$ cat config.mk
export PLATFORM = sky130hd
export DESIGN_NAME = conv3_tile_sequencer
export DESIGN_NICKNAME = d
export VERILOG_FILES = /design/src/rtl/conv3_pkg.sv /design/src/rtl/conv3_load_aligner.sv /design/src/rtl/conv3_tile_sequencer.sv
export SDC_FILE = /design/constraint.sdc
export NUM_CORES = 1
export LEC_CHECK = 0
export ABC_AREA = 1
export BUFFER_PORTS_ARGS = -buffer_cell sky130_fd_sc_hd__clkbuf_2
export CAP_MARGIN = 10
export CORE_MARGIN = 2
export CORE_UTILIZATION = 30
export DETAILED_ROUTE_END_ITERATION = 16
export PLACE_DENSITY = 0.54
export SLEW_MARGIN = 25
export SYNTH_ARGS = -nofsm -noshare
export SYNTH_HDL_FRONTEND = slang
export SYNTH_SLANG_ARGS = --single-unit
$ cat constraint.sdc
create_clock -name i_clk -period 2 [get_ports i_clk]
set_input_delay 0.1 -clock i_clk [delete_from_list [all_inputs] [get_ports i_clk]]
set_output_delay 0.1 -clock i_clk [all_outputs]
set_load 0.03 [all_outputs]
$ cat src/rtl/conv3_pkg.sv
// rtl/conv3_pkg.sv - shared types and engine geometry for the 3x3 convolution sequencer
package conv3_pkg;

  typedef enum logic [2:0] {
    ST_IDLE,
    ST_LOAD,
    ST_DRAIN,
    ST_START,
    ST_WAIT,
    ST_READ,
    ST_NEXT
  } conv3_state_e;

  localparam int unsigned ENG_AW_DEF     = 14;
  localparam int unsigned KERNEL_NUM_DEF = 128;

  function automatic int unsigned ram_depth(input int unsigned kernel_num);
    return 2 * 9 * (kernel_num / 8);
  endfunction

  function automatic int unsigned output_point(input int unsigned kernel_num);
    return kernel_num / 64;
  endfunction

  localparam int unsigned RAM_DEPTH    = ram_depth(KERNEL_NUM_DEF);
  localparam int unsigned OUTPUT_POINT = output_point(KERNEL_NUM_DEF);
  localparam int unsigned START_ADDR   = (2 ** ENG_AW_DEF) - 2;
  localparam int unsigned DONE_ADDR    = (2 ** ENG_AW_DEF) - 1;

endpackage

$ cat src/rtl/conv3_load_aligner.sv
// rtl/conv3_load_aligner.sv - one-stage pipeline lining up engine writes with source read data
module conv3_load_aligner #(
  parameter int unsigned AW = 14,
  parameter int unsigned DW = 32
) (
  input  logic          i_clk,
  input  logic          i_rst_n,
  input  logic          i_we,
  input  logic [AW-1:0] i_addr,
  input  logic [DW-1:0] i_data,
  output logic          o_we,
  output logic [AW-1:0] o_addr,
  output logic [DW-1:0] o_data
);

  logic          we_q;
  logic [AW-1:0] addr_q;

  always_ff @(posedge i_clk) begin
    if (!i_rst_n) begin
      we_q   <= 1'b0;
      addr_q <= '0;
    end else begin
      we_q   <= i_we;
      addr_q <= i_addr;
    end
  end

  // Source data already arrives one cycle after the read strobe, so it passes straight through.
  assign o_we   = we_q;
  assign o_addr = we_q ? addr_q : '0;
  assign o_data = we_q ? i_data : '0;

endmodule

$ cat src/rtl/conv3_tile_sequencer.sv
// rtl/conv3_tile_sequencer.sv - runs load/start/poll/readback on the convolution engine per tile
module conv3_tile_sequencer
  import conv3_pkg::*;
#(
  parameter int unsigned ENG_AW     = ENG_AW_DEF,
  parameter int unsigned DATA_WIDTH = 32,
  parameter int unsigned KERNEL_NUM = KERNEL_NUM_DEF,
  parameter int unsigned SRC_AW     = 16,
  parameter int unsigned DST_AW     = 16,
  parameter int unsigned CNT_W      = 8,
  parameter int unsigned TIMEOUT    = 1023
) (
  input  logic                  i_clk,
  input  logic                  i_rst_n,
  input  logic                  i_cmd_valid,
  output logic                  o_cmd_ready,
  input  logic [SRC_AW-1:0]     i_cmd_src_base,
  input  logic [DST_AW-1:0]     i_cmd_dst_base,
  input  logic [CNT_W-1:0]      i_cmd_count,
  output logic                  o_src_re,
  output logic [SRC_AW-1:0]     o_src_addr,
  input  logic [DATA_WIDTH-1:0] i_src_data,
  output logic                  o_eng_we,
  output logic [ENG_AW-1:0]     o_eng_waddr,
  output logic [DATA_WIDTH-1:0] o_eng_wdata,
  output logic                  o_eng_re,
  output logic [ENG_AW-1:0]     o_eng_raddr,
  input  logic [DATA_WIDTH-1:0] i_eng_rdata,
  output logic                  o_dst_we,
  output logic [DST_AW-1:0]     o_dst_addr,
  output logic [DATA_WIDTH-1:0] o_dst_data,
  output logic                  o_busy,
  output logic                  o_done,
  output logic                  o_error,
  output logic [CNT_W-1:0]      o_tile_idx
);

  localparam int unsigned RAM_WORDS = ram_depth(KERNEL_NUM);
  localparam int unsigned OUT_WORDS = output_point(KERNEL_NUM);
  localparam int unsigned CNT_MAX   = (RAM_WORDS > TIMEOUT) ? RAM_WORDS : TIMEOUT;
  localparam int unsigned CW        = $clog2(CNT_MAX + 1);
  localparam logic [ENG_AW-1:0] ENG_START_ADDR = {{(ENG_AW-1){1'b1}}, 1'b0};
  localparam logic [ENG_AW-1:0] ENG_DONE_ADDR  = {ENG_AW{1'b1}};

  conv3_state_e        state_q, state_d;
  logic [CW-1:0]       cnt_q, cnt_d;
  logic [CNT_W-1:0]    tile_q, tile_d;
  logic [CNT_W-1:0]    count_q, count_d;
  logic [SRC_AW-1:0]   src_ptr_q, src_ptr_d;
  logic [DST_AW-1:0]   dst_ptr_q, dst_ptr_d;
  logic                done_q, done_d;
  logic                error_q, error_d;
  logic                start_we;
  logic                al_we;
  logic [ENG_AW-1:0]   al_addr;
  logic [DATA_WIDTH-1:0] al_data;

  always_ff @(posedge i_clk) begin
    if (!i_rst_n) begin
      state_q   <= ST_IDLE;
      cnt_q     <= '0;
      tile_q    <= '0;
      count_q   <= '0;
      src_ptr_q <= '0;
      dst_ptr_q <= '0;
      done_q    <= 1'b0;
      error_q   <= 1'b0;
    end else begin
      state_q   <= state_d;
      cnt_q     <= cnt_d;
      tile_q    <= tile_d;
      count_q   <= count_d;
      src_ptr_q <= src_ptr_d;
      dst_ptr_q <= dst_ptr_d;
      done_q    <= done_d;
      error_q   <= error_d;
    end
  end

  // Source and destination pointers run continuously across tiles, so tile*stride never needs a multiplier.
  always_comb begin
    state_d     = state_q;
    cnt_d       = cnt_q;
    tile_d      = tile_q;
    count_d     = count_q;
    src_ptr_d   = src_ptr_q;
    dst_ptr_d   = dst_ptr_q;
    done_d      = 1'b0;
    error_d     = error_q;
    o_cmd_ready = 1'b0;
    o_src_re    = 1'b0;
    o_src_addr  = '0;
    start_we    = 1'b0;
    o_eng_re    = 1'b0;
    o_eng_raddr = '0;
    o_dst_we    = 1'b0;
    o_dst_addr  = '0;
    o_dst_data  = '0;

    case (state_q)
      ST_IDLE: begin
        o_cmd_ready = 1'b1;
        if (i_cmd_valid) begin
          src_ptr_d = i_cmd_src_base;
          dst_ptr_d = i_cmd_dst_base;
          count_d   = i_cmd_count;
          tile_d    = '0;
          cnt_d     = '0;
          error_d   = 1'b0;
          if (i_cmd_count == '0) begin
            done_d = 1'b1;
          end else begin
            state_d = ST_LOAD;
          end
        end
      end

      ST_LOAD: begin
        o_src_re   = 1'b1;
        o_src_addr = src_ptr_q;
        src_ptr_d  = src_ptr_q + 1'b1;
        if (cnt_q == CW'(RAM_WORDS - 1)) begin
          cnt_d   = '0;
          state_d = ST_DRAIN;
        end else begin
          cnt_d = cnt_q + 1'b1;
        end
      end

      ST_DRAIN: state_d = ST_START;

      ST_START: begin
        start_we = 1'b1;
        cnt_d    = '0;
        state_d  = ST_WAIT;
      end

      ST_WAIT: begin
        o_eng_re    = 1'b1;
        o_eng_raddr = ENG_DONE_ADDR;
        if (i_eng_rdata[0]) begin
          cnt_d   = '0;
          state_d = ST_READ;
        end else if (cnt_q == CW'(TIMEOUT - 1)) begin
          cnt_d   = '0;
          error_d = 1'b1;
          done_d  = 1'b1;
          state_d = ST_IDLE;
        end else begin
          cnt_d = cnt_q + 1'b1;
        end
      end

      ST_READ: begin
        o_eng_re    = 1'b1;
        o_eng_raddr = ENG_AW'(RAM_WORDS) + ENG_AW'(cnt_q);
        o_dst_we    = 1'b1;
        o_dst_addr  = dst_ptr_q;
        o_dst_data  = i_eng_rdata;
        dst_ptr_d   = dst_ptr_q + 1'b1;
        if (cnt_q == CW'(OUT_WORDS - 1)) begin
          cnt_d   = '0;
          state_d = ST_NEXT;
        end else begin
          cnt_d = cnt_q + 1'b1;
        end
      end

      ST_NEXT: begin
        if (tile_q + CNT_W'(1) == count_q) begin
          done_d  = 1'b1;
          state_d = ST_IDLE;
        end else begin
          tile_d  = tile_q + CNT_W'(1);
          state_d = ST_LOAD;
        end
      end

      default: state_d = ST_IDLE;
    endcase
  end

  conv3_load_aligner #(
    .AW (ENG_AW),
    .DW (DATA_WIDTH)
  ) u_aligner (
    .i_clk   (i_clk),
    .i_rst_n (i_rst_n),
    .i_we    (o_src_re),
    .i_addr  (ENG_AW'(cnt_q)),
    .i_data  (i_src_data),
    .o_we    (al_we),
    .o_addr  (al_addr),
    .o_data  (al_data)
  );

  // The aligner is always empty during START, so the two write sources never collide.
  assign o_eng_we    = al_we | start_we;
  assign o_eng_waddr = start_we ? ENG_START_ADDR : al_addr;
  assign o_eng_wdata = start_we ? DATA_WIDTH'(1) : al_data;

  assign o_busy     = (state_q != ST_IDLE);
  assign o_done     = done_q;
  assign o_error    = error_q;
  assign o_tile_idx = tile_q;

endmodule

# After elaboration in Yosys (flattened, before gate mapping)
# Index checks and enable logic that the tools add are counted.
[op_classes] bitwise_logic=1 n_eq_ne=18 n_reduce_logical=16 add_sub_neg=5 muxes=44
[op_table] cell="32-bit 2-to-1 mux" n=3
[op_table] cell="16-bit 2-to-1 mux" n=4
[op_table] cell="16-bit one-hot mux with 2 select lines" n=2
[op_table] cell="10-bit 2-to-1 mux" n=5
[op_table] cell="10-bit one-hot mux with 5 select lines" n=1
[op_table] cell="16-bit by 1-bit adder with 16-bit output (second input constant)" n=2
[op_table] cell="14-bit 2-to-1 mux" n=2
[op_table] cell="14-bit one-hot mux with 2 select lines" n=1
[op_table] cell="3-bit one-hot mux with 7 select lines" n=1
[op_table] cell="3-bit 2-to-1 mux" n=6
[op_table] cell="8-bit 2-to-1 mux" n=2
[op_table] cell="8-bit one-hot mux with 2 select lines" n=1
[op_table] cell="1-bit 2-to-1 mux" n=14
[op_table] cell="2-bit inequality test (second input constant)" n=7
[op_table] cell="9-bit by 10-bit adder with 11-bit output (first input constant)" n=1
[op_table] cell="10-bit by 1-bit adder with 10-bit output (second input constant)" n=1
[op_table] cell="10-bit by 1-bit equality test with 1-bit output (second input constant)" n=1
[op_table] cell="10-bit equality test (second input constant)" n=1
[op_table] cell="10-bit by 9-bit equality test with 1-bit output (second input constant)" n=1
[op_table] cell="3-bit equality test (second input constant)" n=3
[op_table] cell="8-bit by 1-bit adder with 8-bit output (second input constant)" n=1
[op_table] cell="8-bit equality test" n=1
[op_table] cell="8-bit logical NOT" n=1
[op_table] cell="2-bit AND reduction" n=4
[op_table] cell="14 further kinds" n=18
[totals] input_bits=107 regBits=78 output_inout_bits=140 word_cells=95

# Longest topological paths before layout
[logic_depth] depth_word=4 mapped_depth=15 depth_no_buf=14

# Modules after synthesis
# From an unflattened synthesis, not the netlist that was laid out.
[hier_totals] cells_unflattened=935 hier_area_um2=5592.9
[modules_own_cells] module="conv3_tile_sequencer" instances=1 area_per_inst_um2=4774.6 cells_per_inst=792 seq_area_each_um2=1261.2
[modules_own_cells] module="conv3_load_aligner" instances=1 area_per_inst_um2=818.3 cells_per_inst=143 seq_area_each_um2=300.3

# Worst setup path before layout
# OpenSTA, ideal clock, no wires.
[synth_timing] kind="reg2out" from="reg state_q[1]" to="out o_eng_raddr[2]" arrival_time_ns=1.909 path_buffers=3 stages_incl_launch_ff=9 path_slack_ns=-0.009 path_cell_list="dfxtp_1 -> buf_2 -> nor2_1 -> inv_1 -> nor2_4 -> inv_1 -> clkbuf_1 -> clkbuf_1 -> o21ai_0"
[synth_between] elab_chain_cells=2 word_cells_on_any_way=3
[synth_lines] item="start, declared" line="conv3_tile_sequencer.sv:45" text="conv3_state_e state_q, state_d;"
[synth_lines] item="start signal, assigned" line="conv3_tile_sequencer.sv:69" text="state_q <= state_d;"
[synth_lines] item="3-bit equality test" line="conv3_tile_sequencer.sv:100" text="case (state_q)"
[synth_lines] item="14-bit one-hot mux with 2 select lines *" line="conv3_tile_sequencer.sv:100"
[synth_lines] item="end, declared" line="conv3_tile_sequencer.sv:27" text="output logic [ENG_AW-1:0] o_eng_raddr,"
# Mark *: on every way between the ends. The rest lies on a longest branch, timed or not.

# Worst setup path after layout
[layout_timing] from="reg state_q[2]" to="out o_src_addr[9]"
[layout_between] elab_chain_cells=2
[layout_lines] item="3-bit by 1-bit equality test with 1-bit output" line="conv3_tile_sequencer.sv:100"
[layout_lines] item="16-bit 2-to-1 mux" line="conv3_tile_sequencer.sv:100"
[layout_lines] item="end, declared" line="conv3_tile_sequencer.sv:21" text="output logic [SRC_AW-1:0] o_src_addr,"
# No other way between the ends.

==> impl_metrics.ini <==
[status]
status = finished clean

[logic_synthesis]
mappedNetlistArea_mm2 = 0.00496
syn-mean-instance-area_um2 = 5.95
dominant_combinational_cell_family_by_area_after_synthesis = simple AND/OR/NAND/NOR gates
ys_dominant_reg_cell = dfxtp_1
synth-compound-area-share_pct = 15.8
synth.area.top_cells = dfxtp_1, nand2_1, nor2_1
share_of_synthesized_registers_carrying_an_async_set_or_reset_pct = 0
share_of_the_yosys_chip_area_belonging_to_registers_pct = 29.8
synth_simple_gate_area_share_pct = 37.1
yosys_warnings = 0
yosys_register_bits = 74
yosysTopAreaCellShare_pct = 29.8
synth_area_leader_cell = dfxtp_1
synth_enable_flop_cells = 0
synthXorXnorAreaFrac_pct = 0.529
synthAdderAreaFrac_pct = 1.76
muxShareOfSynthArea_pct = 0
yosysUniqueCellTypes = 43
synthCells = 835
postSynthNetCount = 949

[setup_path]
critical_path_type = flop to output pin
worstPathArrival_ps = 1790
path_max_fanout = 30
crit-reg2reg-launch = o_tile_idx[0]
crit_buf_inv = 4
start_kind = flop
end_kind = output pin
worst-r2r-setup-slack_ps = 190
reg2reg_to = o_tile_idx[4]
critical-path-slowest-cell = dfxtp_1
worst_r2r_path_depth = 13
worst_ep_required_time_ps = 1900
critical_path.max_stage_delay_ps = 330
crit_cells = 7
critPathTopFamily = buffers and inverters
crit_chain = inv_2 -> nand2_1 -> nor2_4 -> inv_1 -> buf_12 -> nor2_1 -> buf_2

[global_route]
initial_antenna_violation_count = 0
globalRouteMet2Util_pct = 34.5
met3_usage_pct = 3.37
grt_util_met1_pct = 22.0
grt_usage_pct = 18.8
grt_start_max_net_pins = 44
grt_overflow_total = 0
grt_pass1_vias = 5572
grt_first_pass_wirelength_um = 27200
grt_busiest_layer = met2

[layout]
layout_common_cells = clkbuf_2, nand2_1, inv_1, nor2_1, dfxtp_1
syn2layout_area_growth_pct = 40.9
antenna_cells = 0
post_route_cells_drive_above_1_share_pct = 31.0
finalCoreUtilization_pct = 42.6
fin_area_mm2 = 0.00699
finalNetCount = 1196
post_layout_nonfiller_instances = 1307
layout.cells.most_common = clkbuf_2

[cts]
cts-htree-levels = 3
cts.reportedPaths.clkPinSlew_ps = 60
cts.root.buffer_cell = clkbuf_16
worst_skew_pair.late_latency_ps = 340
cts_sinks = 74
clk_path_buf_depth = 2
cts_tree = built
cts_inserted_buffers = 9

[drt]
route.vias.total = 6121
drt_first_iter_violations = 249
ant_nets = 0
post_drt_wl_per_cell_um = 13.0
drt_first_pass_iters = 4
remaining_drc_errors = 0
detail_route.vias_per_cell = 4.68
totalWireLength_um = 17000

[floorplan]
placementRows = 47
design.portCount = 247
initial_core_util_pct = 30.3
die_area_mm2 = 0.0176
fp.dieW_um = 133
floorplan.core_area_mm2 = 0.0164
floorplan.die.height_um = 133

[power_and_ir_drop]
power_density_mw_per_mm2 = 1060
peakVddDrop_mv = 0.442
total_leakage_power_nw = 3.69
report.power.total_mw = 7.38

[timing]
finalSetupViolCount = 0
layout_setup_ws_ps = 107
hold-worst-slack_ps = 16.9
fin_setup_tns_ps = 0
period_minus_slack_ps = 1890
final-max-slew-violation-count = 0
slew_headroom_pct = 57.6
final.setup_skew_ps = 5.08
worst_pin_slew_ps = 633
hold_violations = 0
period_share_pct = 94.6
fmax_ghz = 0.528

[placement]
placed_insts = 1288
dp_hpwl_um = 13300
port-buffer-count = 246
placedInstanceArea_mm2 = 0.00651
globalplace.congestion = 0.890
place_ws_ps = 105

[min_path]
class_of_the_worst_hold_path = primary input to flop
whs_endpoint = dst_ptr_q[7]
timing.hold.worst_path_depth = 3
worstHoldStart = i_cmd_dst_base[7]

[run]
count_of_max_cap_constraint_violations = 0
[flip-flops by register name, indices dropped and copies added, names as in the netlist]
name	flops
o_tile_idx	8
cnt_q	10
dst_ptr_q	16
o_done	1
o_error	1
u_aligner.addr_q	10
state_q	3
count_q	8
src_ptr_q	16
u_aligner.o_we	1
[power breakdown]
part	switching [mW]	leakage, nW	internal, mW
clock network	0.671	0.176	1.35
logic	2.25	2.91	1.01
registers	0.275	0.608	1.83
total	3.19	3.69	4.19
[Yosys cell counts (all sizes together), types with 2 or more instances]
master	n
nand2	191
nor2	145
inv	140
dfxtp	74
o21ai	58
nand3	50
a21oi	30
clkbuf	24
nor3	22
buf	21
nand4	17
o211ai	11
a31oi	10
ha	7
a2111oi	3
a211oi	3
a221oi	3
nor4	3
o311ai	3
o31ai	3
or2	3
a22oi	2
a41oi	2
xor2	2
[worst min-delay path: stages]
cell and delay, ps:
clkbuf_2 80, nand2_1 50, a31oi_1 70
[timing repair]
action | 4_1_cts | 5_1_grt
gates cloned | 0 | 1
resized for setup | 8 | 41
hold buffers | 0 | 0
pin swaps | 2 | 3
buffers inserted | 1 | 1
setup endpoints to repair | 49 | 72
[worst max path at each step]
| stage | startpoint | to | slack [ps] |
|---|---|---|---|
| after floorplan | o_tile_idx[0] | state_q[0] | 50 |
| after global placement | o_tile_idx[0] | o_tile_idx[3] | 110 |
| after detailed placement | o_tile_idx[0] | o_tile_idx[4] | 110 |
| after CTS | state_q[0] | o_eng_raddr[10] | 6 |
| after global routing | state_q[0] | o_eng_raddr[9] | -40 |
| final | state_q[2] | o_src_addr[9] | 110 |
[logic make-up (layout without fill, tap and decap cells)]
family	Yosys count	count (layout)
and+or+nand+nor	432	433
xor gates and xnor gates	3	3
buffers and inverters	186	437
adders and majority gates	7	7
AOI/OAI and AO/OA	133	133
DFF	74	74
[cell type report]
cell class,count,area [um2]
fillers,1761,9410
flip-flops and latches,74,1490
inverters,141,534
clock inverters,7,141
clock buffers,9,225
multi-input cells,576,2800
well taps,220,275
repair buffers,280,1530
[metal layers]
layer	share of wire (%)	routed length, um
met3	6.0	1020
met2	50	8490
met1	42	7230
met5	0	0
met4	1.7	295
Power figures use the tool's default switching activity.
